[config.mk]
export PLATFORM = sky130hd
export DESIGN_NAME = keypad_entry
export DESIGN_NICKNAME = d
export VERILOG_FILES = /design/src/rtl/keypad_pkg.sv /design/src/rtl/keypad_entry_scan.sv /design/src/rtl/keypad_entry.sv
export SDC_FILE = /design/constraint.sdc
export NUM_CORES = 1
export LEC_CHECK = 0
export CORE_UTILIZATION = 55
export DETAILED_ROUTE_END_ITERATION = 7
export PLACE_DENSITY = 0.78
export SLEW_MARGIN = 20
export SYNTH_ARGS = -nofsm -noshare
export SYNTH_HDL_FRONTEND = slang
export SYNTH_HIERARCHICAL = 1
export SYNTH_SLANG_ARGS = --single-unit
export TNS_END_PERCENT = 1
[constraint.sdc]
create_clock -name clk -period 10.4 [get_ports clk]
set_input_delay 2.08 -clock clk [delete_from_list [all_inputs] [get_ports clk]]
set_output_delay 2.08 -clock clk [all_outputs]
set_load 0.01 [all_outputs]
[src/rtl/keypad_pkg.sv]
// Shared types and constants for the hex keypad entry block.
package keypad_pkg;

  // Scan frame classification
  typedef enum logic [1:0] {
    CLS_NONE  = 2'd0,
    CLS_KEY   = 2'd1,
    CLS_MULTI = 2'd2
  } key_cls_e;

  // Frame class plus key code; code is zero unless cls is CLS_KEY
  typedef struct packed {
    key_cls_e   cls;
    logic [3:0] code;
  } key_class_t;

  localparam key_class_t CLASS_NONE = '{cls: CLS_NONE, code: 4'h0};

  // Command keys
  localparam logic [3:0] KEY_CLEAR = 4'hC;
  localparam logic [3:0] KEY_MODE  = 4'hD;
  localparam logic [3:0] KEY_SET   = 4'hE;
  localparam logic [3:0] KEY_START = 4'hF;

  // Key legend indexed by row*4+col
  localparam logic [0:15][3:0] KEY_MAP = {
    4'h1, 4'h2, 4'h3, 4'hA,
    4'h4, 4'h5, 4'h6, 4'hB,
    4'h7, 4'h8, 4'h9, 4'hC,
    4'h0, 4'hF, 4'hE, 4'hD
  };

endpackage

[src/rtl/keypad_entry_scan.sv]
// Column scanner: row synchronizer, column drive, dwell timing and frame capture.
module keypad_entry_scan #(
  parameter int unsigned SCAN_DIV = 100000
) (
  input  logic            clk,
  input  logic            rst,
  input  logic [3:0]      row,
  output logic [3:0]      col,
  output logic [3:0][3:0] frame,
  output logic            frame_done
);

  localparam int unsigned DW = (SCAN_DIV > 1) ? $clog2(SCAN_DIV) : 1;
  localparam logic [DW-1:0] LAST = DW'(SCAN_DIV - 1);

  logic [3:0]    row_meta;
  logic [3:0]    row_sync;
  logic [1:0]    col_idx;
  logic [DW-1:0] dwell;

  // Two-flop synchronizer on the pulled-up row lines (idle high)
  always_ff @(posedge clk) begin
    if (rst) begin
      row_meta <= 4'hF;
      row_sync <= 4'hF;
    end else begin
      row_meta <= row;
      row_sync <= row_meta;
    end
  end

  // Dwell on each column, capture pressed rows at the end, then rotate
  always_ff @(posedge clk) begin
    if (rst) begin
      col_idx    <= 2'd0;
      col        <= 4'b1110;
      dwell      <= '0;
      frame      <= '0;
      frame_done <= 1'b0;
    end else begin
      frame_done <= 1'b0;
      if (dwell == LAST) begin
        dwell          <= '0;
        frame[col_idx] <= ~row_sync;
        col_idx        <= col_idx + 2'd1;
        col            <= {col[2:0], col[3]};
        frame_done     <= (col_idx == 2'd3);
      end else begin
        dwell <= dwell + DW'(1);
      end
    end
  end

endmodule

[src/rtl/keypad_entry.sv]
// Hex keypad entry: classifies scan frames, debounces them and assembles a 4-digit value.
module keypad_entry
  import keypad_pkg::*;
#(
  parameter int unsigned SCAN_DIV     = 100000,
  parameter int unsigned DEBOUNCE_CNT = 4
) (
  input  logic        clk,
  input  logic        rst,
  input  logic [3:0]  row,
  output logic [3:0]  col,
  output logic [15:0] value,
  output logic        set,
  output logic        start,
  output logic [1:0]  mode,
  output logic        key_valid,
  output logic [3:0]  key_code
);

  localparam int unsigned CW = $clog2(DEBOUNCE_CNT + 1);

  logic [3:0][3:0] frame;
  logic            frame_done;
  logic [4:0]      hits;
  logic [3:0]      hit_code;
  key_class_t      cls_now;
  key_class_t      cand;
  key_class_t      cand_next;
  key_class_t      stable;
  logic [CW-1:0]   cnt;
  logic [CW-1:0]   cnt_next;
  logic            press;
  logic [3:0]      press_code;

  keypad_entry_scan #(.SCAN_DIV(SCAN_DIV)) u_scan (
    .clk        (clk),
    .rst        (rst),
    .row        (row),
    .col        (col),
    .frame      (frame),
    .frame_done (frame_done)
  );

  // Classify the captured frame by number of pressed keys
  always_comb begin
    hits     = 5'd0;
    hit_code = 4'h0;
    cls_now  = CLASS_NONE;
    for (int c = 0; c < 4; c++) begin
      for (int r = 0; r < 4; r++) begin
        if (frame[c][r]) begin
          hits     = hits + 5'd1;
          hit_code = KEY_MAP[4'(r * 4 + c)];
        end
      end
    end
    if (hits == 5'd1) begin
      cls_now = '{cls: CLS_KEY, code: hit_code};
    end else if (hits >= 5'd2) begin
      cls_now = '{cls: CLS_MULTI, code: 4'h0};
    end
  end

  // Next candidate and saturating agreement count
  always_comb begin
    cand_next = cand;
    cnt_next  = cnt;
    if (cls_now == cand) begin
      if (cnt != CW'(DEBOUNCE_CNT)) begin
        cnt_next = cnt + CW'(1);
      end
    end else begin
      cand_next = cls_now;
      cnt_next  = CW'(1);
    end
  end

  // Debounce once per frame; flag a press on a stable NONE -> KEY step
  always_ff @(posedge clk) begin
    if (rst) begin
      cand       <= CLASS_NONE;
      cnt        <= '0;
      stable     <= CLASS_NONE;
      press      <= 1'b0;
      press_code <= 4'h0;
    end else begin
      press <= 1'b0;
      if (frame_done) begin
        cand <= cand_next;
        cnt  <= cnt_next;
        if (cnt_next == CW'(DEBOUNCE_CNT)) begin
          stable     <= cand_next;
          press      <= (stable.cls == CLS_NONE) && (cand_next.cls == CLS_KEY);
          press_code <= cand_next.code;
        end
      end
    end
  end

  // Apply an accepted key: shift in digits or execute a command
  always_ff @(posedge clk) begin
    if (rst) begin
      value     <= 16'h0000;
      mode      <= 2'b00;
      set       <= 1'b0;
      start     <= 1'b0;
      key_valid <= 1'b0;
      key_code  <= 4'h0;
    end else begin
      key_valid <= press;
      set       <= 1'b0;
      start     <= 1'b0;
      if (press) begin
        key_code <= press_code;
        case (press_code)
          KEY_CLEAR: value <= 16'h0000;
          KEY_MODE:  mode  <= mode + 2'd1;
          KEY_SET:   set   <= 1'b1;
          KEY_START: start <= 1'b1;
          default:   value <= {value[11:0], press_code};
        endcase
      end
    end
  end

endmodule

==> results of run 1 <==
==> state kept, by name (all words and copies together), names as in the netlist, 3 cells and up <==
| signal | count |
|---|---|
| u_scan/col | 4 |
| value | 16 |
| press_code | 4 |
| u_scan/row_meta | 4 |
| cnt | 3 |
| cand | 6 |
| u_scan/frame | 16 |
| u_scan/row_sync | 4 |
| u_scan/dwell | 17 |
| key_code | 4 |
==> report_power, final <==
group          total, mW  internal, mW  switching (mW)
Combinational     0.0104       0.00395         0.00642
Sequential         0.345         0.343         0.00202
Clock              0.285         0.167           0.118
Total              0.640         0.514           0.127
==> worst min-delay path by stage <==
stage,start,endpoint
2_1_floorplan,u_scan/row_meta[0],u_scan/row_sync[0]
3_3_place_gp,u_scan/row_meta[3],u_scan/row_sync[3]
3_5_place_dp,u_scan/row_meta[3],u_scan/row_sync[3]
4_1_cts,u_scan/row_meta[3],u_scan/row_sync[3]
5_1_grt,u_scan/row_meta[3],u_scan/row_sync[3]
6_report,u_scan/row_meta[3],u_scan/row_sync[3]
==> Yosys cell counts, types with 7 or more instances <==
cell	n
sky130_fd_sc_hd__dfxtp_1	89
sky130_fd_sc_hd__nor2_1	64
sky130_fd_sc_hd__nand2_1	42
sky130_fd_sc_hd__a21oi_1	41
sky130_fd_sc_hd__xnor2_1	32
sky130_fd_sc_hd__inv_1	27
sky130_fd_sc_hd__clkbuf_1	24
sky130_fd_sc_hd__ha_1	23
sky130_fd_sc_hd__xor2_1	23
sky130_fd_sc_hd__a211oi_1	19
sky130_fd_sc_hd__nand3_1	18
sky130_fd_sc_hd__a22oi_1	16
sky130_fd_sc_hd__o21ai_0	14
sky130_fd_sc_hd__mux2i_1	13
sky130_fd_sc_hd__nand2b_1	10
sky130_fd_sc_hd__nor2b_1	10
sky130_fd_sc_hd__nand4_1	9
sky130_fd_sc_hd__or2_2	9
sky130_fd_sc_hd__o21ai_1	8
sky130_fd_sc_hd__or3_1	7
==> stage by stage <==
step	hold slack, ns	instance area (µm²)	instances
final	0.411	6130	769
after global routing	0.420	6130	769
after CTS	0.412	5950	760
after detailed placement	0.392	5700	744
after global placement	0.392	5700	744
after floorplan	0.389	5330	610
==> routing by layer <==
| metal | vias up | share of wire | GRT usage |
|---|---|---|---|
| met1 | 2046 | 0.46 | 0.285 |
| met5 | - | 0 | 0 |
| li1 | 2201 | - | - |
| met3 | 18 | 0.033 | 0.0418 |
| met4 | 0 | 0.013 | 0.0702 |
| met2 | 81 | 0.49 | 0.385 |
==> cell families (layout without fill, tap and decap cells) <==
| group | after synthesis | after routing | synth area share |
|---|---|---|---|
| buf+inv | 61 | 91 | 0.0498 |
| mux | 16 | 16 | 0.0329 |
| simple gates | 215 | 215 | 0.216 |
| compound gates | 138 | 138 | 0.174 |
| flops | 89 | 89 | 0.334 |
| fa+ha+maj | 23 | 23 | 0.0540 |
| xor+xnor | 68 | 68 | 0.140 |
==> repair_timing <==
action | in CTS | in global routing
setup endpoints to repair | 7 | 16
pin swaps | 0 | 7
gates resized for setup | 2 | 22
setup buffers | 0 | 9
==> cell type report <==
type,instances,area (µm²),area share
Multi-Input combinational cell,460,3400,0.554
Sequential cell,89,1780,0.291
Timing Repair Buffer,47,433,0.0706
Tap cell,129,161,0.0263
Clock buffer,10,138,0.0224
Clock inverter,6,114,0.0186
Inverter,28,105,0.0171
==> flow_summary_export.csv, run 1 <==
group,metric,value,unit
outcome,status,"finished clean",
layout,layout_common_cells,"87 x sky130_fd_sc_hd__dfxtp_1, 64 x sky130_fd_sc_hd__nor2_1, 41 x sky130_fd_sc_hd__nand2_1, 41 x sky130_fd_sc_hd__a21oi_1, 33 x sky130_fd_sc_hd__clkdlybuf4s50_1",
yosys,synth-warning-count,6,
yosys,syn-instance-count,610,
cts,worstSkewPairLatency,0.36,ns
die,num_rows,35,
layout,antennaDiodeCount,0,
power_and_ir_drop,maximum_vdd_drop,121,µV
yosys,yosys-top-cells-area,"sky130_fd_sc_hd__dfxtp_1 33%, sky130_fd_sc_hd__ha_1 5.4%, sky130_fd_sc_hd__xnor2_1 5.3%",
route,route.final.wire_length,11.3,mm
min_path,holdCritPathClass,"flop to flop",
worst_setup_path,critPathMaxStageDelay,0.37,ns
yosys,ys_ff_latch,89,
worst_setup_path,cp_data_required_time,10.66,ns
cts,clock_tree.htree_level_count,3,
worst_setup_path,path_delay_family,"adder cells",
die,die-height,100,µm
worst_setup_path,crit_path_start,"u_scan/frame[0]",
timing,timing.setup.tns,0,ns
layout,layout.cells.most_common,"sky130_fd_sc_hd__dfxtp_1",
layout,syn_to_final_growth,15.1,%
cts,cts_made_buffers,9,
timing,layout_setup_ws,0.408,ns
cts,post_cts_hold_buffer_count,0,
place,buffer_ports.inserted,34,
timing,min_period_over_period,0.961,
worst_setup_path,critical-path-top-cell-by-count,"sky130_fd_sc_hd__ha_1",
worst_setup_path,worstSetupEndpointType,"flop",
job,maxCapViolations,0,
worst_setup_path,reg2reg_to,"press_code[2]",
timing,timing.final.hold_violations,0,
timing,setup_viol,0,
yosys,synth_enable_flop_cells,0,
yosys,post_synth_num_cell_types,74,
die,initial_core_utilization,0.571,
route,firstDrtPassIters,5,
worst_setup_path,crit_cells,55,
route,routed-via-count,4346,
route,drt-vias-per-instance,5.65,
grt,grt_pass1_vias,4047,
grt,antenna_found_initial,0,
place,dpl_worst_slack,-0.0941,ns
place,gpl.final_weighted_congestion,0.915,
route,drt_iter0_drc,252,
power_and_ir_drop,power_per_cell_area,104,mW/mm²
worst_setup_path,register_to_register_setup_slack,0.41,ns
worst_setup_path,r2r_cells,55,
timing,finalWorstPathRequiredPeriod,9.99,ns
layout,final.fill_count,772,
grt,grtUsageTotal,0.224,
worst_setup_path,critical_path_buf_inv_count,5,
power_and_ir_drop,total_power_draw,0.640,mW
power_and_ir_drop,total_leakage_power,2.31,nW
route,drtAntennaViolNets,0,
worst_setup_path,worst_ep_arrival_time,10.25,ns
worst_setup_path,worstSetupPathType,"flop to flop",
layout,drive_above_1_share,0.128,
worst_setup_path,setup.worst_path.start_class,"flop",
yosys,synth_area_per_cell,8.74,µm²
yosys,yosysSeqAreaShare,0.334,
yosys,main_flop_type_after_synthesis,"sky130_fd_sc_hd__dfxtp_1",
cts,cts_tree,"done",
timing,max_freq,0.100,GHz
grt,grt_start_max_net_pins,77,
route,route.detailed.wl_per_inst,14.7,µm
worst_setup_path,worstPathMaxFanout,9,
cts,cts-root-buf,"sky130_fd_sc_hd__clkbuf_8",
cts,cts.sinks,89,
die,top_level_ports,35,
cts,clock_tree.buffer_depth,2,
grt,grt_first_pass_wirelength,18.5,mm
die,coreArea,0.00933,mm²
die,design.die.area,0.0101,mm²
yosys,post_synthesis_net_count,639,
yosys,synth.cell_area,0.00533,mm²
worst_setup_path,r2r-start,"u_scan/frame[0]",
layout,final_core_utilization,0.657,
worst_setup_path,critPathSlowestCell,"sky130_fd_sc_hd__ha_1",
timing,clock_skew,0.0114,ns
yosys,synth_top_cell_area_share,0.334,
place,dp_hpwl,7.95,mm
yosys,async_reset_ff_frac,0,
min_path,timing.hold.worst_path_depth,1,
die,die_width,100,µm
worst_setup_path,crit_end,"press_code[2]",
route,detail_route.drc_violations,0,
timing,worst-slew-pin-transition,0.710,ns
grt,grt-ovfl-total,0,
layout,nets,664,
yosys,synth_largest_area_cell,"sky130_fd_sc_hd__dfxtp_1",
timing,max_slew_headroom_at_the_worst_pin,0.527,
cts,cts.clk_slew.worst_paths,0.09,ns
timing,slew_viol_final,0,
(Power assumes the default switching activity.)
==> run 2, diff against run 1 <==
SKIP_LAST_GASP = 1   (was unset)
==> results of run 2 <==
No change in the layout: final DEF, timing and power equal those of run 1.
==> run 3, diff against run 2 <==
SKIP_CTS_REPAIR_TIMING = 1   (was unset)
==> run 3 against run 2 <==
Worst hold slack barely moved. Maximum frequency shrank 0.18%. Non-clock buffer count is the same. Sequential share of layout area stayed put. Worst setup slack got worse by 0.018 ns. Global-route usage hardly changed. Sequential power about the same.
==> flow_summary_export.csv, run 3 (synthesized netlist as in run 1, its figures left out) <==
group,metric,value,unit
layout,syn_to_final_growth,15.1,%
grt,grt_pass1_vias,4036,
layout,drive_above_1_share,0.128,
timing,max_freq,0.0999,GHz
job,maxCapViolations,0,
grt,global_route_met1_usage,0.286,
grt,antenna_found_initial,0,
cts,cts-root-buf,"sky130_fd_sc_hd__clkbuf_8",
place,dp_hpwl,7.95,mm
grt,grtUsageTotal,0.224,
timing,clock_skew,0.0103,ns
layout,layout.cells.most_common,"sky130_fd_sc_hd__dfxtp_1",
die,die_width,100,µm
timing,timing.final.hold_violations,0,
timing,slew_viol_final,0,
layout,antennaDiodeCount,0,
place,buffer_ports.inserted,34,
outcome,status,"finished clean",
route,firstDrtPassIters,4,
die,die-height,100,µm
min_path,holdCritPathClass,"flop to flop",
die,initial_core_utilization,0.571,
timing,min_period_over_period,0.963,
grt,met3_usage,0.0418,
layout,largest_reg_flops,17,
grt,grt.busiest_layer,"met2",
layout,final-instance-count-excl-fill,769,
worst_setup_path,worstSetupPathType,"flop to flop",
cts,cts.sinks,89,
grt,grt_start_max_net_pins,77,
die,num_rows,35,
cts,cts.clk_slew.worst_paths,0.09,ns
route,drtAntennaViolNets,0,
worst_setup_path,path_delay_family,"adder cells",
place,gpl.final_weighted_congestion,0.915,
layout,top_reg_by_flops,"u_scan/dwell",
worst_setup_path,worstSetupEndpointType,"flop",
layout,layout_common_cells,"87 x sky130_fd_sc_hd__dfxtp_1, 64 x sky130_fd_sc_hd__nor2_1, 41 x sky130_fd_sc_hd__nand2_1, 41 x sky130_fd_sc_hd__a21oi_1, 33 x sky130_fd_sc_hd__clkdlybuf4s50_1",
timing,max_slew_headroom_at_the_worst_pin,0.522,
power_and_ir_drop,total_leakage_power,2.31,nW
worst_setup_path,worstPathMaxFanout,9,
route,detail_route.drc_violations,0,
cts,cts_made_buffers,9,
cts,worstSkewPairLatency,0.35,ns
layout,nets,664,
timing,setup_viol,0,
worst_setup_path,cp_data_required_time,10.66,ns
timing,finalWorstPathRequiredPeriod,10.01,ns
layout,final.fill_count,770,
grt,met2_usage,0.384,
cts,clock_tree.htree_level_count,3,
die,design.die.area,0.0101,mm²
grt,grt-ovfl-total,0,
route,route.final.wire_length,11.3,mm
worst_setup_path,critPathMaxStageDelay,0.37,ns
worst_setup_path,critical_path_buf_inv_count,5,
timing,worst-slew-pin-transition,0.716,ns
power_and_ir_drop,power_per_cell_area,104,mW/mm²
worst_setup_path,critPathSlowestCell,"sky130_fd_sc_hd__ha_1",
cts,clock_tree.buffer_depth,2,
route,routed-via-count,4332,
cts,cts_tree,"done",
route,route.detailed.wl_per_inst,14.7,µm
route,drt-vias-per-instance,5.63,
timing,timing.setup.tns,0,ns
die,coreArea,0.00933,mm²
worst_setup_path,critical-path-top-cell-by-count,"sky130_fd_sc_hd__ha_1",
route,drt_iter0_drc,231,
grt,grt_first_pass_wirelength,18.5,mm
power_and_ir_drop,maximum_vdd_drop,122,µV
place,post-place-cells,744,
worst_setup_path,worst_ep_arrival_time,10.27,ns
layout,top_flop_regs,"u_scan/dwell x17, u_scan/frame x16, value x16",
worst_setup_path,setup.worst_path.start_class,"flop",
die,top_level_ports,35,
[run 3: through the flow]
step / hold WS (ns) / area [µm²] / total power, mW / setup WS, ns / util
5_1_grt: 0.420 / 6130 / 0.660 / -0.170 / 0.657
3_5_place_dp: 0.392 / 5700 / 0.363 / -0.0941 / 0.611
6_report: 0.411 / 6130 / 0.641 / 0.390 / 0.657
4_1_cts: 0.412 / 5950 / 0.646 / -0.137 / 0.638
2_1_floorplan: 0.389 / 5330 / 0.360 / 1.21 / -
3_3_place_gp: 0.392 / 5700 / 0.363 / 0.616 / 0.611
[run 3: worst register-to-register path, delay by kind of cell, from the launching register on]
kind                       cells  cell delay (ns)
DFF                            1             0.36
adders and majority gates     14             4.12
xor gates and xnor gates       1             0.18
buffers and inverters          5             0.42
AOI/OAI and AO/OA             19             2.68
and+or+nand+nor               16             2.19
[run 3: path summary, 6_finish.rpt]
check | start | to | slack (ns) | cells after the start
worst min-delay path | u_scan/row_meta[3] | u_scan/row_sync[3] | 0.41 | 1
worst min register to register | u_scan/row_meta[3] | u_scan/row_sync[3] | 0.41 | 1
worst max-delay path | u_scan/frame[0] | press_code[2] | 0.39 | 55
worst max register to register | u_scan/frame[0] | press_code[2] | 0.39 | 55
[run 3: per-layer routing]
| metal | vias up | routed length (µm) | part of all wire |
|---|---|---|---|
| met5 | - | 0 | 0 |
| met4 | 0 | 155 | 0.014 |
| met3 | 20 | 392 | 0.035 |
| met2 | 83 | 5490 | 0.49 |
| met1 | 2028 | 5250 | 0.46 |
| li1 | 2201 | - | - |
[run 3: cell type report]
class,instances,area (µm²),share of cell area
timing repair buffer,47,433,0.0706
sequential,89,1780,0.291
tap,129,161,0.0263
multi-input combinational,460,3400,0.554
inverter,28,105,0.0171
clock buffer,10,138,0.0224
clock inverter,6,114,0.0186
[run 3: power breakdown]
group	internal (mW)	total, mW	switching, mW
sequential	0.343	0.345	0.00200
clock	0.167	0.286	0.119
combinational	0.00395	0.0104	0.00646
==> edit 1 (flow settings as in run 2) <==
Make the reset (`rst`) asynchronous in 4 clocked blocks.
--- a/src/rtl/keypad_entry_scan.sv
+++ b/src/rtl/keypad_entry_scan.sv
@@ -20,5 +20,5 @@
 
   // Two-flop synchronizer on the pulled-up row lines (idle high)
-  always_ff @(posedge clk) begin
+  always_ff @(posedge clk or posedge rst) begin
     if (rst) begin
       row_meta <= 4'hF;
@@ -31,5 +31,5 @@
 
   // Dwell on each column, capture pressed rows at the end, then rotate
-  always_ff @(posedge clk) begin
+  always_ff @(posedge clk or posedge rst) begin
     if (rst) begin
       col_idx    <= 2'd0;
--- a/src/rtl/keypad_entry.sv
+++ b/src/rtl/keypad_entry.sv
@@ -77,5 +77,5 @@
 
   // Debounce once per frame; flag a press on a stable NONE -> KEY step
-  always_ff @(posedge clk) begin
+  always_ff @(posedge clk or posedge rst) begin
     if (rst) begin
       cand       <= CLASS_NONE;
@@ -99,5 +99,5 @@
 
   // Apply an accepted key: shift in digits or execute a command
-  always_ff @(posedge clk) begin
+  always_ff @(posedge clk or posedge rst) begin
     if (rst) begin
       value     <= 16'h0000;
Check against the original RTL: same outputs for any inputs over 10 cycles, from zero or initial values and one cycle with rst high; that may be too few to reach the edited logic, so the function may still have changed.
==> edit 1 against run 2 <==
  * Global-route usage decreased by 0.71 points
  * Sequential cell count stayed put
  * Wire length down 1.7%
  * Cell area increased by 4.4%
  * Power shrank 8.8%
  * Area after synthesis increased by 4.6%
  * Die area up 4.6%
  * Clock skew shrank 0.0055 ns
  * Setup slack hardly changed
  * Combinational power fell by 16%
==> edit 1: results (changes against run 2) <==
status=complete, no violations (unchanged); Synth Net Count=574 (was 639); vias in the first global route=3947 (was 4047); library cells used by synthesis=76 (was 74); initial drt markers=148 (was 252); layout cells sized above 1=20.6% (was 12.8%); syn avg cell area=10.2 sq um (was 8.74 sq um); Layout Nets=612 (was 664); internal power=0.462 mW (was 0.514 mW); Worst-path clk slew=about 0.080 ns; wire per inst=15.4 um (was 14.7 um); worst reg2reg endpoint=press_code[2]$_DFFE_PP0P_ (was press_code[2]$_SDFFE_PP0P_); VDD IR max=0.0940 mV (was 0.121 mV); Fillers=783 (was 772); Worst Hold Path EP=u_scan/row_sync[1]$_DFF_PP1_ (was u_scan/row_sync[3]$_SDFF_PP1_); Layout Skew=0.00595 ns (was 0.0114 ns); first-pass GRT wire length=18100 um (was 18500 um); # port buffers=34 (unchanged); Synth Area in Adders=5.16% (was 5.40%); Worst R2R Path Depth=56 (was 55); gr usage total=21.7% (was 22.4%); Worst Tran Pin Value=0.957 ns (was 0.710 ns); vias=4093 (was 4346); DP Cell Count=696 (was 744); crit-path max cell delay=0.44 ns (was 0.37 ns); worst r2r src=u_scan/frame[0]$_DFFE_PP0P_ (was u_scan/frame[0]$_SDFFE_PP0P_); R2R setup slack=0.41 ns (about the same); top cells by count, synth=dfrtp_1, nand2_1, nor2_1, inv_1 (was dfxtp_1, nor2_1, nand2_1, a21oi_1, xnor2_1); total wire length=11100 um (was 11300 um); Max FO, Critical Path=6 (was 9); pre-CTS setup slack=-0.244 ns (was -0.0941 ns); clock insertion delay at the later pin of the skew report=0.34 ns (was 0.36 ns); worst endpoint data arrival time=10.22 ns (was 10.25 ns); GPL Wtd Cong=0.859 (was 0.915); Hold Startpoint=u_scan/row_meta[1]$_DFF_PP1_ (was u_scan/row_meta[3]$_SDFF_PP1_); leakage=2.86 nW (was 2.31 nW); Tcrit/Tclk final=96.1% (about the same); Top FF cell, synth=dfrtp_1 (was dfxtp_1); global-route track usage on met3=4.95% (was 4.18%); pin count of the biggest net entering global routing=49 (was 77); register area share after synthesis=40.2% (was 33.4%); Synth Area in Compound Gates=13.5% (was 17.4%); clk buf depth=2 (unchanged); Synth Area in XOR/XNOR=14.8% (was 14.0%); hold path cells=0 (was 1); grt met1 use=27.3% (was 28.5%); Final HPWL DP=7890 um (was 7950 um); Worst path slowest cell=dfrtp_1 (was ha_1)
[edit 1: cell types whose count changed after synthesis, sizes merged, moves of 8 or more]
cell    change
dfxtp      -89
dfrtp      +78
a21oi      -21
nor2       -19
a211oi     -16
mux2       +16
a22oi      -13
clkbuf     -11
dfstp      +11
a22o       +10
a31oi       +8
[edit 1: routing by layer]
| layer | up-vias | wire (um) |
|---|---|---|
| met5 | - | 0 |
| met1 | 2000 | 4750 |
| met4 | 0 | 47 |
| li1 | 1989 | - |
| met2 | 95 | 5910 |
| met3 | 9 | 402 |
[edit 1: critical path, delay by kind of cell (launching register included)]
family	cells	cell delay (ns)
xor gates and xnor gates	1	0.16
AOI/OAI and AO/OA	17	2.36
muxes	2	0.63
buffers and inverters	3	0.26
DFF	1	0.44
adders and majority gates	14	3.98
and+or+nand+nor	19	2.04
[edit 1: kinds of logic after synthesis]
kind of cell,Yosys count
compound gates,108
xor+xnor,69
fa+ha+maj,23
buf+inv,54
flops,89
mux,29
simple gates,173
[edit 1: power by group through the flow]
stage / combinational, mW / clock, mW / sequential (mW)
4_1_cts: 0.00921 / 0.234 / 0.350
5_1_grt: 0.0103 / 0.246 / 0.350
2_1_floorplan: 0.00515 / 0 / 0.356
3_3_place_gp: 0.00897 / 0 / 0.357
6_report: 0.00870 / 0.225 / 0.350
3_5_place_dp: 0.00920 / 0 / 0.357
[edit 1: final cells by class]
class / count / area (sq um) / share of cell area (%)
inverter: 33 / 124 / 1.93
multi-input combinational: 402 / 3240 / 50.6
sequential: 89 / 2240 / 35.0
clock buffer: 11 / 131 / 2.05
timing repair buffer: 48 / 445 / 6.96
clock inverter: 5 / 56.3 / 0.879
tap: 133 / 166 / 2.60
[edit 1: worst max-delay path by stage]
stage	start	to	slack (ns)	cells past startpoint
after global routing	u_scan/frame[0]$_DFFE_PP0P_	press_code[2]$_DFFE_PP0P_	-0.08	56
after CTS	u_scan/frame[0]$_DFFE_PP0P_	cnt[0]$_DFFE_PP0P_	0.08	57
after floorplan	u_scan/frame[0]$_DFFE_PP0P_	press_code[0]$_DFFE_PP0P_	0.64	56
final	u_scan/frame[0]$_DFFE_PP0P_	press_code[2]$_DFFE_PP0P_	0.41	56
after detailed placement	u_scan/frame[0]$_DFFE_PP0P_	stable[4]$_DFFE_PP0P_	-0.24	56
after global placement	u_scan/frame[0]$_DFFE_PP0P_	press_code[3]$_DFFE_PP0P_	0.31	56
[edit 1: repair_timing]
action	4_1_cts	5_1_grt
setup buffers	2	7
gates resized for setup	10	21
pin swaps	2	8
setup endpoints to repair	11	16
[edit 1: through the flow]
step | power [mW] | cell area, sq um
after global routing | 0.607 | 6400
final | 0.584 | 6400
after floorplan | 0.361 | 5580
after global placement | 0.366 | 6010
after CTS | 0.593 | 6250
after detailed placement | 0.366 | 6010
==> edit 2 (settings of run 2) <==
Made on the original files. `DEBOUNCE_CNT`: 4 -> 8.
--- a/src/rtl/keypad_entry.sv
+++ b/src/rtl/keypad_entry.sv
@@ -4,5 +4,5 @@
 #(
   parameter int unsigned SCAN_DIV     = 100000,
-  parameter int unsigned DEBOUNCE_CNT = 4
+  parameter int unsigned DEBOUNCE_CNT = 8
 ) (
   input  logic        clk,
Check against the original RTL: no difference found for any inputs over 10 cycles, from zero or initial values and one cycle with rst high; that may be too few to reach the edited logic, so the function may still have changed.
==> edit 2 against run 2 <==
  * Sequential cell count rose by 1
  * Wire length is 7.9% higher
  * Via count rose by 8.4%
  * Setup slack got worse by 0.12 ns
  * Cell area increased by 3.9%
  * Area after synthesis rose by 2.7%
  * Largest power group unchanged
  * Final cell count grew 4.8%
  * Critical path depth down 4
  * Power fell by 4.8%
  * Clock skew up 0.0014 ns
  * Non-clock buffer count rose by 6
==> edit 2: results (changes against run 2) <==
drt first pass iters=7 (was 5); library cells used by synthesis=73 (was 74); Fillers=823 (was 772); Worst path slowest cell=or4_4 (was ha_1); Max FO, Critical Path=6 (was 9); initial drt markers=215 (was 252); syn avg cell area=8.58 sq um (was 8.74 sq um); DP Cell Count=777 (was 744); vias in the first global route=4348 (was 4047); VDD IR max=0.142 mV (was 0.121 mV); leakage=2.33 nW (was 2.31 nW); Worst Tran Pin Value=1.03 ns (was 0.710 ns); leading post-synthesis cells by cell area=dfxtp_1, nor2_1, ha_1 (was dfxtp_1, ha_1, xnor2_1); Layout Cells excl Fill=806 (was 769); cts hold-fix bufs=0 (unchanged); Layout Skew=0.0128 ns (was 0.0114 ns); pin count of the biggest net entering global routing=69 (was 77); vias=4712 (was 4346); HP Class=reg -> reg (unchanged); GPL Wtd Cong=0.855 (was 0.915); Sw Pwr=0.134 mW (was 0.127 mW); register area share after synthesis=32.9% (was 33.4%); layout cells sized above 1=15.8% (was 12.8%); crit-path max cell delay=0.51 ns (was 0.37 ns); R2R setup slack=0.29 ns (was 0.41 ns); status=complete, no violations (unchanged); gr usage total=23.4% (was 22.4%); worst reg2reg endpoint=stable[4]$_SDFFE_PP0P_ (was press_code[2]$_SDFFE_PP0P_); Worst R2R Path Depth=51 (was 55); first-pass GRT wire length=19700 um (was 18500 um); Post-DP Area=0.00585 sq mm (was 0.00570 sq mm); total wire length=12200 um (was 11300 um); H-tree levels=3 (unchanged); Final HPWL DP=8320 um (was 7950 um); Layout Nets=697 (was 664); Inserted Clock Buffers=9 (unchanged); top cells by count, synth=dfxtp_1, nor2_1, a21oi_1, nand2_1, xnor2_1 (was dfxtp_1, nor2_1, nand2_1, a21oi_1, xnor2_1); Synth Net Count=667 (was 639)
[edit 2: cell types whose count changed in the layout (fill, tap and decap cells not counted), moves of 5 or more]
cell      delta
nor2_1      +13
nor2b_1      -7
o21ai_1      -7
xor2_1       +7
a21bo_2      +6
o211ai_1     -5
[edit 2: final cells by class]
class | count | share of cell area, %
flip-flops and latches | 90 | 28.3
repair buffers | 53 | 7.62
multi-input cells | 488 | 56.6
well taps | 133 | 2.61
clock inverters | 5 | 0.942
inverters | 26 | 1.53
clock buffers | 11 | 2.38
[edit 2: kinds of logic after synthesis]
kind of cell | after synthesis | synth area share (%)
flops | 90 | 32.9
simple gates | 238 | 22.8
fa+ha+maj | 23 | 5.26
compound gates | 138 | 17.3
xor+xnor | 71 | 13.5
mux | 18 | 3.41
buf+inv | 60 | 4.78
[edit 2: through the flow]
stage / utilization [%] / total power, mW / setup WS [ns] / hold WS (ns)
2_1_floorplan: - / 0.364 / 0.696 / 0.389
3_3_place_gp: 60.2 / 0.367 / 0.360 / 0.390
3_5_place_dp: 60.2 / 0.367 / -0.0376 / 0.394
4_1_cts: 62.9 / 0.613 / 0.000779 / 0.414
5_1_grt: 65.5 / 0.629 / -0.314 / 0.423
6_report: 65.5 / 0.610 / 0.288 / 0.414
[edit 2: how the worst max path moves through the flow]
stage,start,end,slack [ns],cells after the start
floorplan,u_scan/frame[0]$_SDFFE_PP0P_,stable[4]$_SDFFE_PP0P_,0.70,51
global placement,u_scan/frame[0]$_SDFFE_PP0P_,press_code[1]$_SDFFE_PP0P_,0.36,51
detailed placement,u_scan/frame[1]$_SDFFE_PP0P_,stable[5]$_SDFFE_PP0P_,-0.04,52
CTS,u_scan/frame[1]$_SDFFE_PP0P_,stable[4]$_SDFFE_PP0P_,0.0008,51
global route,u_scan/frame[0]$_SDFFE_PP0P_,stable[5]$_SDFFE_PP0P_,-0.31,51
finish,u_scan/frame[0]$_SDFFE_PP0P_,stable[4]$_SDFFE_PP0P_,0.29,51
[edit 2: metal layers]
layer,up-vias,routed length (um),GRT usage [%]
met4,0,196,7.13
li1,2331,-,-
met1,2270,5710,31.0
met5,-,0,0
met2,90,5940,39.4
met3,21,331,3.31
[edit 2: timing repair]
item,4_1_cts,5_1_grt
endpoints found under the setup margin,7,16
pin swaps,0,14
gates cloned,1,0
resized for setup,8,36
setup buffers,1,11
[edit 2: power groups by stage]
stage          clock [mW]  combinational, mW  sequential (mW)
4_1_cts             0.254             0.0103            0.349
6_report            0.251             0.0102            0.349
5_1_grt             0.269             0.0114            0.349
2_1_floorplan           0            0.00778            0.356
3_3_place_gp            0            0.00992            0.357
3_5_place_dp            0             0.0102            0.357
